[src/rtl/fifo_param_pkg.sv]
// fifo_param_pkg: shared types and helpers for the parametrised FIFO.
//   fifo_status_t : packed bundle of the FIFO flags for consumers that
//                   want a single status word.
//   is_pow2()     : constant function used by the elaboration-time
//                   parameter checks in fifo_param.
package fifo_param_pkg;

  typedef struct packed {
    logic full;
    logic empty;
    logic prog_full;
    logic prog_empty;
    logic overflow;
    logic underflow;
  } fifo_status_t;

  function automatic bit is_pow2(input int unsigned v);
    return (v != 0) && ((v & (v - 1)) == 0);
  endfunction

endpackage

[src/rtl/fifo_param_mem.sv]
// fifo_param_mem: WIDTH x DEPTH storage array, synchronous write port and
// asynchronous read port. Kept separate so a vendor RAM can be dropped in.
// Ports:
//   clk      : clock, write on rising edge
//   i_we     : write enable
//   i_waddr  : write address
//   i_wdata  : write data
//   i_raddr  : read address
//   o_rdata  : combinational read data, mem[i_raddr]
module fifo_param_mem #(
  parameter int WIDTH  = 16,
  parameter int DEPTH  = 16,
  parameter int ADDR_W = 4
) (
  input  logic              clk,
  input  logic              i_we,
  input  logic [ADDR_W-1:0] i_waddr,
  input  logic [WIDTH-1:0]  i_wdata,
  input  logic [ADDR_W-1:0] i_raddr,
  output logic [WIDTH-1:0]  o_rdata
);

  // Contents are intentionally never reset.
  logic [WIDTH-1:0] r_mem [DEPTH];

  always_ff @(posedge clk) begin
    if (i_we) r_mem[i_waddr] <= i_wdata;
  end

  assign o_rdata = r_mem[i_raddr];

endmodule

[src/rtl/fifo_param.sv]
// fifo_param: parametrised single-clock first-word-fall-through FIFO with
// programmable full/empty thresholds, exported word count and clearable
// sticky overflow/underflow flags.
// Optional feature: define FIFO_PARAM_PEAK_EN to add peak_cnt, a
// high-water mark of word_cnt cleared by reset_p or err_clr.
// Ports:
//   clk, reset_p           : clock, synchronous active-high reset
//   data_i, data_we        : write data / write request
//   data_o, data_rd        : head-of-queue data / pop request
//   word_cnt               : stored words, 0..DEPTH
//   full, empty            : count == DEPTH / count == 0
//   prog_full, prog_empty  : count >= PROG_FULL / count <= PROG_EMPTY
//   overflow, underflow    : sticky error flags
//   err_clr                : clears the sticky flags (a new error wins)
//   peak_cnt               : high-water mark (FIFO_PARAM_PEAK_EN only)
module fifo_param
  import fifo_param_pkg::*;
#(
  parameter int WIDTH      = 16,
  parameter int DEPTH      = 16,
  parameter int PROG_FULL  = 14,
  parameter int PROG_EMPTY = 2,
  localparam int ADDR_W    = $clog2(DEPTH),
  localparam int CNT_W     = ADDR_W + 1
) (
  input  logic             clk,
  input  logic             reset_p,
  input  logic [WIDTH-1:0] data_i,
  input  logic             data_we,
  output logic [WIDTH-1:0] data_o,
  input  logic             data_rd,
  output logic [CNT_W-1:0] word_cnt,
  output logic             full,
  output logic             empty,
  output logic             prog_full,
  output logic             prog_empty,
  output logic             overflow,
  output logic             underflow,
`ifdef FIFO_PARAM_PEAK_EN
  output logic [CNT_W-1:0] peak_cnt,
`endif
  input  logic             err_clr
);

  // Elaboration-time parameter checks.
  if (WIDTH < 1) begin : g_err_width
    $error("fifo_param: WIDTH must be >= 1");
  end
  if (DEPTH < 2 || !is_pow2(DEPTH)) begin : g_err_depth
    $error("fifo_param: DEPTH must be a power of two and >= 2");
  end
  if (PROG_FULL < 1 || PROG_FULL > DEPTH) begin : g_err_pf
    $error("fifo_param: PROG_FULL out of range 1..DEPTH");
  end
  if (PROG_EMPTY < 0 || PROG_EMPTY > DEPTH - 1) begin : g_err_pe
    $error("fifo_param: PROG_EMPTY out of range 0..DEPTH-1");
  end

  localparam logic [CNT_W-1:0] LP_DEPTH = CNT_W'(DEPTH);
  localparam logic [CNT_W-1:0] LP_PF    = CNT_W'(PROG_FULL);
  localparam logic [CNT_W-1:0] LP_PE    = CNT_W'(PROG_EMPTY);

  logic [ADDR_W-1:0] r_wr_ptr, r_rd_ptr;
  logic [CNT_W-1:0]  r_word_cnt;
  logic              r_overflow, r_underflow;
  logic              w_is_write, w_is_read;

  // Accept decisions use pre-edge flags: at the full boundary the read
  // still goes through and the write is dropped; at the empty boundary
  // the write goes through and the read is rejected.
  assign w_is_write = data_we & ~full;
  assign w_is_read  = data_rd & ~empty;

  always_ff @(posedge clk) begin
    if (reset_p) begin
      r_wr_ptr    <= '0;
      r_rd_ptr    <= '0;
      r_word_cnt  <= '0;
      r_overflow  <= 1'b0;
      r_underflow <= 1'b0;
    end else begin
      if (w_is_write) r_wr_ptr <= r_wr_ptr + 1'b1;
      if (w_is_read)  r_rd_ptr <= r_rd_ptr + 1'b1;
      case ({w_is_write, w_is_read})
        2'b10:   r_word_cnt <= r_word_cnt + 1'b1;
        2'b01:   r_word_cnt <= r_word_cnt - 1'b1;
        default: r_word_cnt <= r_word_cnt;
      endcase
      // Set has priority over clear.
      if (data_we & full)      r_overflow <= 1'b1;
      else if (err_clr)        r_overflow <= 1'b0;
      if (data_rd & empty)     r_underflow <= 1'b1;
      else if (err_clr)        r_underflow <= 1'b0;
    end
  end

`ifdef FIFO_PARAM_PEAK_EN
  logic [CNT_W-1:0] r_peak_cnt;

  always_ff @(posedge clk) begin
    if (reset_p || err_clr)         r_peak_cnt <= '0;
    else if (r_word_cnt > r_peak_cnt) r_peak_cnt <= r_word_cnt;
  end

  assign peak_cnt = r_peak_cnt;
`endif

  fifo_param_mem #(
    .WIDTH  (WIDTH),
    .DEPTH  (DEPTH),
    .ADDR_W (ADDR_W)
  ) u_mem (
    .clk     (clk),
    .i_we    (w_is_write),
    .i_waddr (r_wr_ptr),
    .i_wdata (data_i),
    .i_raddr (r_rd_ptr),
    .o_rdata (data_o)
  );

  assign word_cnt   = r_word_cnt;
  assign full       = (r_word_cnt == LP_DEPTH);
  assign empty      = (r_word_cnt == '0);
  assign prog_full  = (r_word_cnt >= LP_PF);
  assign prog_empty = (r_word_cnt <= LP_PE);
  assign overflow   = r_overflow;
  assign underflow  = r_underflow;

endmodule

[config.mk]
export PLATFORM = sky130hd
export DESIGN_NAME = fifo_param
export DESIGN_NICKNAME = d
export VERILOG_FILES = /design/src/rtl/fifo_param_pkg.sv /design/src/rtl/fifo_param_mem.sv /design/src/rtl/fifo_param.sv
export SDC_FILE = /design/constraint.sdc
export NUM_CORES = 1
export LEC_CHECK = 0
export ABC_AREA = 1
export BUFFER_PORTS_ARGS = -buffer_cell sky130_fd_sc_hd__buf_2
export CAP_MARGIN = 20
export CORE_ASPECT_RATIO = 0.6
export CORE_MARGIN = 3
export CORE_UTILIZATION = 55
export DETAILED_ROUTE_END_ITERATION = 16
export PLACE_DENSITY = 0.69
export SYNTH_ARGS = -nofsm -noshare
export SYNTH_HDL_FRONTEND = slang
export SYNTH_SLANG_ARGS = --single-unit
[constraint.sdc]
create_clock -name clk -period 2.3 [get_ports clk]
set_input_delay 0.46 -clock clk [delete_from_list [all_inputs] [get_ports clk]]
set_output_delay 0.46 -clock clk [all_outputs]
set_load 0.1 [all_outputs]
== After elaboration in Yosys (flattened, before gate mapping) ==
Memory sizes are Yosys's and may differ from the RTL's. A register that Yosys moved wholly into a read port is not among the register bits.
Cells that the tools add are included.
Word-level totals
  register bits after elaboration: 15
  RAM bits: 256
  input bits: 21
  output and inout port bits: 27
  logic and storage cells: 33
  memories kept: 1
Cells by class
  $add $sub $neg: 4
  order comparisons: 2
  equality and inequality tests: 3
  mux-type cells: 8
  bitwise gates (word level): 6
  reduce and logical (&&, ||, !) cells: 4
Memories
  u_mem.r_mem: words 16, width 16, rd ports 1, clocked after memory_dff 1, wr ports 1, line fifo_param_mem.sv:24  | logic [WIDTH-1:0] r_mem [DEPTH];
Operators with widths (number)
  5-bit case mux with 2 select lines: 1
  4-bit by 1-bit adder with 4-bit output (second input constant): 2
  4-bit 2-to-1 mux: 2
  2-bit nonzero test: 3
  5-bit by 1-bit adder with 5-bit output (second input constant): 1
  5-bit equality test (second input constant): 1
  5-bit by 4-bit greater-or-equal comparator with 1-bit output (second input constant): 1
  5-bit by 2-bit <= comparator with 1-bit output (second input constant): 1
  5-bit logical NOT: 1
  1-bit 2-to-1 mux: 5
  5-bit by 1-bit subtractor with 5-bit output (second input constant): 1
  1-bit bitwise AND: 4
  2-bit by 1-bit equality test with 1-bit output (second input constant): 1
  2-bit equality test (second input constant): 1
  1-bit NOT: 2

== Logic depth before layout (Yosys ltp) ==
  word-level depth: 5
  depth in mapped cells: 16
  depth with buffers taken out: 15

== Cells and area by module ==
A second synthesis with hierarchy kept.
Unflattened totals
  cells, all modules: 1179
  area, all modules: 11955.2 sq um
By module, submodules not included
  fifo_param_mem: instances 1, cells each 1058, area an instance 11060.6 sq um, sequential area each 7687.4 sq um
  fifo_param: instances 1, cells each 121, area an instance 894.6 sq um, sequential area each 300.3 sq um

== Worst setup path after synthesis ==
No wires, ideal clock.
  path kind: register -> output
  start point: reg r_word_cnt[2] (netlist: word_cnt[2])
  end point: out prog_empty
  arrival: 2.537 ns
  required time: 1.840 ns
  slack: -0.697 ns
  stages on the path, launching flop included: 4
  buffers on the path: 0
  cells stage by stage: dfxtp_1 -> nor2_2 -> nand2_1 -> a21oi_1
On the way
  word-level cells in the longest chain between the ends: 1
Ends and longest elaborated chain
  start, declared: line fifo_param.sv:64  | logic [CNT_W-1:0] r_word_cnt;
  start signal, assigned: line fifo_param.sv:85  | 2'b10: r_word_cnt <= r_word_cnt + 1'b1;
  start signal, assigned: line fifo_param.sv:86  | 2'b01: r_word_cnt <= r_word_cnt - 1'b1;
  start signal, assigned: line fifo_param.sv:87  | default: r_word_cnt <= r_word_cnt;
  5-bit by 2-bit <= comparator with 1-bit output: line fifo_param.sv:125  | assign prog_empty = (r_word_cnt <= LP_PE);
  end, declared: line fifo_param.sv:36  | output logic prog_empty,
Every way passes these cells.

==> impl_metrics.csv <==
group,metric,value,unit
power_and_ir_drop,power.internal,10.3,mW
sta,min_period,2.52,ns
sta,slew_headroom,0.672,
global_route,grt_max_degree,41,
sta,fin_crit_sh,1.10,
die,row_count,39,
routing,viasPerCell,5.88,
routing,post_drt_wl_per_cell,23.4,µm
sta,worst_slack,-0.221,ns
worst_hold_path,hp-class,"in -> reg",
power_and_ir_drop,power_density,1200,mW/mm²
synth,ys_seq_elements,275,
sta,fmax,0.397,GHz
routing,wirelength,28.2,mm
die,dieWidth,191,µm
sta,rsz0062_at_grt,"yes",
power_and_ir_drop,power_switching,6.12,mW
setup_path,cp.arrival,2.06,ns
clock_tree,cts_tree,"built",
die,die_h,117,µm
clock_tree,clk_latency,0.53,ns
power_and_ir_drop,pwr-share-seq,0.359,
setup_path,cp-start-kind,"register",
clock_tree,clk_pin_slew_worst_paths,0.07,ns
sta,setup_violations,16,
placement,port_buffers,47,
global_route,grtUsageTotal,0.251,
cells_and_area,mostFrequentLayoutCells,"edfxtp_1 (256), inv_1 (86), o211ai_1 (64), mux2i_1 (62), a21oi_1 (62)",
sta,fin_skew,0.00843,ns
placement,gp_congestion,0.835,
setup_path,critPathKind,"reg -> out",
synth,syn-cell-area,0.0113,mm²
routing,drt_first_pass_iters,5,
global_route,grt_pass1_vias,6823,
cells_and_area,area_delta_synth_final,21.5,%
power_and_ir_drop,ir_drop,0.000796,V
routing,dr_total_vias,7088,
outcome,status,"finished with violations",
global_route,grt_pass1_wl,41.4,mm
cells_and_area,nets,951,
worst_hold_path,hold_depth,2,
synth,synth_cell_types,28,
clock_tree,clk_path_buf_depth,3,
cells_and_area,postLayoutCoreUtil,0.699,
clock_tree,htreeDepth,1,
run,maxCapViolCount,0,
routing,drtAntennaViolNets,0,
setup_path,endpoint_kind,"primary output",
synth,ys_warn_count,0,
die,io_pins,48,
setup_path,rr_worst_depth,15,
synth,synth_nets,851,
placement,hpwl,16.2,mm
cells_and_area,final_common_cell,"edfxtp_1",
power_and_ir_drop,p_sw_frac,0.374,
sta,hold_viol,0,
sta,slew_viol_final,0,
power_and_ir_drop,pwr-share-comb,0.393,
routing,drt_iter0_markers,782,
sta,worst_pin_slew,0.491,ns
setup_path,crit_fanout,7,
cells_and_area,antenna_cells,0,
power_and_ir_drop,leakage,4.90,nW
global_route,grt_antenna_before_repair,5,
synth,seq_area_frac_synth,0.717,
power_and_ir_drop,power.share.clock,0.248,
clock_tree,clockRootBuffer,"clkbuf_16",
synth,syn_inst,822,
synth,syn_area_per_cell,13.7,µm²
setup_path,cp.required,1.84,ns
clock_tree,numCtsBuffers,25,
sta,tns,-3.07,ns
global_route,grt_overflow,0,
die,initial_core_util,0.575,
outcome,violations,"setup timing",
routing,route.detailed.drc,0,
die,coreArea,0.0196,mm²
die,die-area,0.0223,mm²
cells_and_area,drive_gt1_frac,0.235,
clock_tree,cts_sinks,275,
-- state kept, by name, indices dropped and copies added, names as in the netlist, named ones only --
name         flops
word_cnt         5
overflow         1
underflow        1
r_rd_ptr         4
u_mem.r_mem    256
r_wr_ptr         4
-- power by group through the flow --
stage               registers, mW  clock network [mW]  logic, mW
global route                 5.89                4.33       6.79
floorplan                    6.24                   0       3.71
global placement             5.95                   0       5.49
finish                       5.87                4.06       6.44
detailed placement           5.98                   0       5.57
CTS                          5.86                4.11       6.01
-- worst max-delay path: stages, from the launching register on --
cell and delay (ns):
dfxtp_4 0.39, buf_8 0.17, clkbuf_16 0.18, mux2i_1 0.19, o21ai_0 0.09, o211ai_1 0.16
nand2_1 0.15, buf_12 0.20
-- logic make-up (layout without fill, tap and decap cells) --
family | after synthesis | count (layout) | share of synthesized area
XOR/XNOR | 5 | 5 | 0.00389
AND/OR/NAND/NOR | 108 | 108 | 0.0435
multiplexers | 64 | 64 | 0.0569
AO/OA/AOI/OAI | 227 | 227 | 0.115
buffers and inverters | 135 | 253 | 0.0546
flip-flops | 275 | 275 | 0.717
adder cells (fa/ha/maj) | 8 | 8 | 0.00889
-- cell usage after synthesis --
| master | number | area, µm² |
|---|---|---|
| edfxtp_1 | 256 | 7690 |
| inv_1 | 86 | 323 |
| o21ai_0 | 83 | 415 |
| a21oi_1 | 76 | 380 |
| mux2i_1 | 64 | 641 |
| o211ai_1 | 64 | 480 |
| nand2_1 | 39 | 146 |
| nor2_1 | 29 | 109 |
| nand3_1 | 26 | 130 |
| clkbuf_1 | 21 | 78.8 |
| dfxtp_1 | 19 | 380 |
| ha_1 | 8 | 100 |
| buf_2 | 6 | 30.0 |
| buf_6 | 6 | 67.6 |
| buf_4 | 5 | 37.5 |
| xor2_1 | 5 | 43.8 |
| buf_1 | 4 | 15.0 |
| nand2_2 | 4 | 25.0 |
| nand4_1 | 4 | 25.0 |
| buf_8 | 3 | 45.0 |
| nand3_2 | 3 | 30.0 |
| o21ai_1 | 3 | 15.0 |
| inv_2 | 2 | 7.51 |
| nor2_2 | 2 | 12.5 |
| a31o_1 | 1 | 8.76 |
| clkinv_1 | 1 | 3.75 |
| inv_4 | 1 | 6.26 |
| nand2_4 | 1 | 11.3 |
-- layer usage --
layer	global-route usage	up-vias	wire length [µm]
met4	0.0703	4	709
met1	0.381	3490	12600
met2	0.373	314	12500
li1	-	3225	-
met5	0	-	32
met3	0.0554	55	2390
-- area by class of cell --
cell class	instances	area, µm²
multi-input combinational	412	2720
timing repair buffer	118	1410
tap	266	333
inverter	90	340
sequential	275	8080
clock buffer	31	648
fill	1265	5900
clock inverter	14	143
-- final timing paths --
| check | start | to | slack (ns) |
|---|---|---|---|
| worst max-delay path | register | data_o[13] | -0.22 |
| worst min-delay path | reset_p | word_cnt[0] | 0.22 |
| worst max register to register | word_cnt[2] | word_cnt[4] | 0.22 |
| worst min register to register | underflow | underflow | 0.49 |
-- per-stage QoR --
step	setup slack [ns]	instances	area, µm²	hold WS (ns)	total power [mW]
6_report	-0.221	1206	13700	0.224	16.4
5_1_grt	-0.307	1206	13700	0.215	17.0
4_1_cts	-0.210	1193	13400	0.199	16.0
3_5_place_dp	0.197	1135	12300	0.480	11.6
3_3_place_gp	0.219	1135	12300	0.448	11.4
2_1_floorplan	0.0576	822	11300	0.475	9.95
-- timing repair --
item / 4_1_cts / 5_1_grt
gates cloned: 4 / 7
gates resized for setup: 44 / 43
hold buffers: 0 / 0
setup endpoints to repair: 16 / 16
pin swaps: 15 / 27
buffers inserted: 9 / 6
(Power assumes the default switching activity.)
